`config.mk`:
```
export PLATFORM = sky130hd
export DESIGN_NAME = dmem_access_sequencer
export DESIGN_NICKNAME = d
export VERILOG_FILES = /design/src/rtl/dmem_access_sequencer.sv
export SDC_FILE = /design/constraint.sdc
export NUM_CORES = 1
export LEC_CHECK = 0
export ABC_AREA = 1
export CORE_MARGIN = 4
export CORE_UTILIZATION = 36
export CTS_BUF_LIST = sky130_fd_sc_hd__clkbuf_16
export DETAILED_ROUTE_END_ITERATION = 16
export HOLD_SLACK_MARGIN = 0.12
export PLACE_DENSITY = 0.76
export SKIP_LAST_GASP = 1
export SLEW_MARGIN = 0
export SYNTH_ARGS = -nofsm -noshare
export SYNTH_HDL_FRONTEND = slang
export SYNTH_SLANG_ARGS = --single-unit
```
`constraint.sdc`:
```
create_clock -name clk -period 1.4 [get_ports clk]
set_clock_uncertainty 0.1 [all_clocks]
set_input_delay 0.14 -clock clk [delete_from_list [all_inputs] [get_ports clk]]
set_output_delay 0.14 -clock clk [all_outputs]
set_load 0.01 [all_outputs]
```
`src/rtl/dmem_access_sequencer.sv`:
```
// Data-memory access sequencer: turns the decoder's active-low strobes into a req/ack access
// and stalls the core until it completes. Define DMEM_TIMEOUT_EN to add a REQ watchdog (bus_err).
module dmem_access_sequencer #(
  parameter int ADDR_W = 32,
  parameter int DATA_W = 32,
  parameter int CNT_W  = 16
`ifdef DMEM_TIMEOUT_EN
  ,
  parameter int TIMEOUT = 255
`endif
) (
  input  logic              clk,
  input  logic              rst_n,
  input  logic              mem_enable,
  input  logic              mem_read,
  input  logic              mem_write,
  input  logic [ADDR_W-1:0] alu_addr,
  input  logic [DATA_W-1:0] store_data,
  output logic              mem_req,
  output logic              mem_we,
  output logic [ADDR_W-1:0] mem_addr,
  output logic [DATA_W-1:0] mem_wdata,
  input  logic              mem_ack,
  input  logic [DATA_W-1:0] mem_rdata,
  output logic [DATA_W-1:0] load_data,
  output logic              stall,
  output logic              bus_err,
  output logic [CNT_W-1:0]  stall_cnt
);

  typedef enum logic [1:0] {
    IDLE = 2'd0,
    REQ  = 2'd1,
    DONE = 2'd2
  } state_t;

  state_t state;

  // Any access that is not a write is a read, so the read strobe adds no information.
  logic unused_read_strobe;
  assign unused_read_strobe = mem_read;

  // Combinational so the PC is held in the very cycle the access is detected.
  assign stall = (state == REQ) || ((state == IDLE) && !mem_enable);

`ifdef DMEM_TIMEOUT_EN
  localparam int WAIT_W = ($clog2(TIMEOUT + 1) > 8) ? $clog2(TIMEOUT + 1) : 8;
  localparam logic [WAIT_W-1:0] WAIT_LAST = WAIT_W'(TIMEOUT - 1);

  logic [WAIT_W-1:0] wait_cnt;
  logic              timeout_hit;

  // wait_cnt holds the number of REQ cycles already spent, so this fires in the TIMEOUT-th one.
  assign timeout_hit = (wait_cnt == WAIT_LAST);
`else
  assign bus_err = 1'b0;
`endif

  // NOTE: reset is synchronous, so rst_n is only looked at inside the clocked block, never in the sensitivity list.
  always_ff @(posedge clk) begin
    if (!rst_n) begin
      state     <= IDLE;
      mem_req   <= 1'b0;
      mem_we    <= 1'b0;
      mem_addr  <= '0;
      mem_wdata <= '0;
      load_data <= '0;
      stall_cnt <= '0;
`ifdef DMEM_TIMEOUT_EN
      wait_cnt  <= '0;
      bus_err   <= 1'b0;
`endif
    end else begin
      // NOTE: every register here uses <= so all of them see the pre-edge values of each other.
      if (stall && (stall_cnt != {CNT_W{1'b1}})) begin
        stall_cnt <= stall_cnt + CNT_W'(1);
      end

      case (state)
        IDLE: begin
          if (!mem_enable) begin
            mem_addr  <= alu_addr;
            mem_wdata <= store_data;
            mem_we    <= !mem_write;
            mem_req   <= 1'b1;
            state     <= REQ;
`ifdef DMEM_TIMEOUT_EN
            wait_cnt  <= '0;
`endif
          end
        end

        REQ: begin
          if (mem_ack) begin
            if (!mem_we) begin
              load_data <= mem_rdata;
            end
            mem_req <= 1'b0;
            state   <= DONE;
          end
`ifdef DMEM_TIMEOUT_EN
          else if (timeout_hit) begin
            mem_req   <= 1'b0;
            load_data <= '0;
            bus_err   <= 1'b1;
            state     <= DONE;
          end else begin
            wait_cnt <= wait_cnt + WAIT_W'(1);
          end
`endif
        end

        // The PC advances on this edge; the next instruction starts a fresh detect in IDLE.
        DONE: state <= IDLE;

        default: begin
          mem_req <= 1'b0;
          state   <= IDLE;
        end
      endcase
    end
  end

endmodule

```
Word level (Yosys, flattened, before mapping)
Cells that the tools add are included.
W data, S select, Z words.
Word-level totals
  register bits after elaboration: 116
  logic and storage cells: 32
Operators by class
  $add $sub $neg: 1
  bitwise operators: 3
  muxes and demuxes: 6
  reduce and logical (&&, ||, !) cells: 10
  equality and inequality tests: 5
Operators by type and width (number)
  $add A16 B1 Y16 const B: 1
  $ne A16 B16 Y1 const B: 1
  $reduce_and A3 Y1: 2
  $mux W2: 2
  $ne A2 B2 Y1 const B: 2
  $pmux W2 S2: 1
  $reduce_and A2 Y1: 2
  $not A1 Y1: 3
  $pmux W1 S3: 1
  $eq A2 B1 Y1 const B: 1
  $eq A2 B2 Y1 const B: 1
  $logic_and A1 B1 Y1: 2
  $logic_not A1 Y1: 2
  $logic_not A2 Y1: 1
  $mux W1: 2
  $logic_or A1 B1 Y1: 1

Longest topological paths before layout
  word-level depth: 4
  depth in mapped cells: 9

Least setup slack after synthesis
Ideal clock, no wire load.
  path type: reg-to-reg
  start point: reg stall_cnt[0]
  end point: reg stall_cnt[13]
  buffers on the path: 1
  arrival: 1.271 ns
  clock period less this slack: 1.486 ns
  stages on the path, launching flop included: 8
  setup time: 0.115 ns
  path slack: -0.086 ns
  cells stage by stage: dfxtp_1 -> ha_1 -> inv_1 -> nor2_4 -> nand4_4 -> buf_6 -> a21oi_1 -> nor2_1
Between the ends
  longest elaborated chain between the ends: 2
  elaborated cells on any way between the ends: 3
RTL lines
  start, declared: RTL line 28  | output logic [CNT_W-1:0] stall_cnt
  start signal, assigned: RTL line 76  | stall_cnt <= stall_cnt + CNT_W'(1);
  branches (longest 2 deep; another with $add A16 B1 Y16)
Parallel ways; which one is timed is not known.
A chain may end at the register's enable or synchronous reset.

Worst setup path in the final report
  start point: reg stall_cnt[1]
  end point: reg stall_cnt[8]
The elaborated chain is that of the path after synthesis.

==> run_results.csv <==
group,metric,value,unit
finish,drive_gt1_share,16.5,%
floorplan,rows,40,
timing,maxSlewViolCount,0,
synthesis,syn_avg_cell_area,7.49,um2
route,wl_per_cell,14.7,um
finish,area.growth.synth_to_final,68.6,%
power_and_ir_drop,leakage,3.36,nW
floorplan,ios,218,
route,vias,4711,
grt,grt_max_degree,67,
grt,grt-ovfl-total,0,
worst_setup_path,end_kind,"flop",
placement,place_congestion,0.833,
cts,clock_latency,0.40,ns
grt,first_global_vias,4784,
power_and_ir_drop,ir_worst_vdd,866,uV
floorplan,die_x,119,um
finish,fin_cells,982,
synthesis,netlist_area,4410,um2
route,drt_iter0_markers,194,
placement,numPortBuffers,215,
route,dr.pass1.iters,5,
finish,final_cell_mix,"nor2_1, dfxtp_1, clkdlybuf4s50_1",
run_status,status,"finished with violations",
job,max-cap-violations,0,
cts,root_buffer,"clkbuf_16",
floorplan,die-area,14100,um2
cts,cts_tree,"yes",
timing,max_freq,672,MHz
synthesis,postSynthCellCount,589,
worst_setup_path,crit_arrival,1.68,ns
worst_setup_path,crit_required,1.59,ns
synthesis,syn_nets,692,
worst_setup_path,r2r_slack,-0.09,ns
timing,post-route-period-util,106,%
worst_setup_path,endpoint,"stall_cnt[8]",
placement,dpl.hpwl,10.0,mm
floorplan,coreArea,12000,um2
finish,multi_input_area,2040,um2
floorplan,dieHeight,119,um
worst_setup_path,r2r_start,"stall_cnt[1]",
synthesis,yosysSeqAreaShare,52.6,%
cts,htreeDepth,4,
synthesis,ys_types,24,
route,drcViolationCount,0,
route,final_antenna_net_count,0,
finish,diodes,0,
timing,worst_slack,-0.0889,ns
synthesis,ys_warn_count,0,
finish,layout_commonest_cell,"nor2_1",
worst_setup_path,critPathKind,"flop to flop",
worst_setup_path,reg2reg_depth,9,
worst_setup_path,worst-path-max-fanout,3,
finish,layout.nets,926,
cts,clk_path_buf_depth,2,
timing,finalSetupViolCount,3,
timing,tns,-0.164,ns
route,via_per_inst,4.80,
finish,final-seq-area,2330,um2
worst_setup_path,cp-start-kind,"flop",
placement,dp_cells,948,
grt,track_usage,20.2,%
timing,hold_viol,0,
finish,nFillCells,1018,
synthesis,synth-seq-cells,116,
cts,cts-buffers-inserted,17,
timing,rsz0062_at_grt,"true",
run_status,violations,"setup timing",
timing,fin_crit,1.49,ns
route,drt_wl_total,14.4,mm
worst_setup_path,reg2reg_to,"stall_cnt[8]",
min_path,hold_path_class,"input pin to flop",
cts,clkSinkCount,116,
grt,antenna_found_initial,0,
cts,clkTransAtPathRegs,0.05,ns
power_and_ir_drop,powerDensity,1150,nW/um2
grt,grt_pass1_wl,22.9,mm
floorplan,initial_core_util,36.7,%
worst_setup_path,cp-startpoint,"stall_cnt[1]",
metal layers:
metal  track usage [%]  vias to the layer above  share of wire (%)
met5                 0                        -                  0
met4              9.27                        0                2.8
met3              8.95                       31                8.8
met2              35.0                      172                 50
met1              20.9                     2171                 38
li1                  -                     2337                  -
stage by stage:
step / worst slack [ns] / power [mW] / hold slack (ns) / instance area, um2 / util (%)
2_1_floorplan: 0.00544 / 4.32 / 0.129 / 4410 / -
3_3_place_gp: -0.186 / 5.19 / 0.354 / 6860 / 57.1
3_5_place_dp: -0.236 / 5.23 / 0.355 / 6860 / 57.1
4_1_cts: -0.173 / 8.66 / 0.173 / 7360 / 61.3
5_1_grt: -0.135 / 9.00 / 0.196 / 7440 / 61.9
6_report: -0.0889 / 8.57 / 0.193 / 7440 / 61.9
sequential cells by signal, indices dropped and copies added (netlist names):
register	cells
mem_wdata	32
stall_cnt	16
mem_req	1
state	2
mem_addr	32
load_data	32
mem_we	1
kinds of logic after synthesis:
group | after synthesis | share of synthesized area, %
and+or+nand+nor | 309 | 28.5
DFF | 116 | 52.6
AOI/OAI and AO/OA | 112 | 12.8
buffers and inverters | 50 | 5.73
adders and majority gates | 1 | 0.284
other | 1 | 0.0850
synth_stat cells:
library cell | count | area, um2
nor3_1 | 1 | 5.00
nor2_4 | 4 | 45.0
nand3_2 | 2 | 20.0
ha_1 | 1 | 12.5
clkbuf_2 | 1 | 5.00
nand2_2 | 3 | 18.8
nand3b_1 | 2 | 15.0
inv_2 | 3 | 11.3
nand2_1 | 48 | 180
clkbuf_1 | 14 | 52.6
a21oi_1 | 13 | 65.1
nand4_4 | 1 | 21.3
dfxtp_1 | 116 | 2320
nand3_1 | 12 | 60.1
nor2_1 | 234 | 878
o21ai_2 | 1 | 8.76
buf_4 | 8 | 60.1
o21ai_0 | 87 | 435
o21ai_1 | 11 | 55.1
inv_1 | 12 | 45.0
conb_1 | 1 | 3.75
buf_2 | 9 | 45.0
nor2_2 | 2 | 12.5
buf_6 | 3 | 33.8
worst max-delay path: stages (launching register included):
cell and delay (ns):
dfxtp_2 0.35, ha_4 0.15, inv_4 0.04, nor2_4 0.15
buf_6 0.13, nand2_2 0.08, nor2_4 0.13, nand3_1 0.12
nand2_1 0.09, nor2_2 0.04
final cells by class:
type                    instances  area share (%)
repair buffers                250            31.4
flip-flops and latches        116            31.4
inverters                      15           0.790
clock inverters                14           0.790
clock buffers                  17            5.72
multi-input cells             423            27.4
well taps                     147            2.47
power breakdown:
group	switching [mW]	internal (mW)
Clock	1.38	2.16
Combinational	0.671	0.697
Sequential	0.120	3.54
Total	2.17	6.40
repair_timing:
action,4_1_cts,5_1_grt
hold buffers,1,0
cloned,1,0
resized for setup,164,53
setup buffers,0,1
hold endpoints to repair,45,0
setup endpoints to repair,130,65
pin swaps,10,21
how the worst min path moves through the flow:
stage          depth (start not counted)      end  slack (ns)       from
3_5_place_dp                           2  mem_req        0.35    mem_req
5_1_grt                                2   mem_we        0.20  mem_write
4_1_cts                                2   mem_we        0.17  mem_write
2_1_floorplan                          1   mem_we        0.13  mem_write
6_report                               2   mem_we        0.19  mem_write
3_3_place_gp                           2  mem_req        0.35    mem_req
No activity file was read; power rests on OpenSTA's default activity.
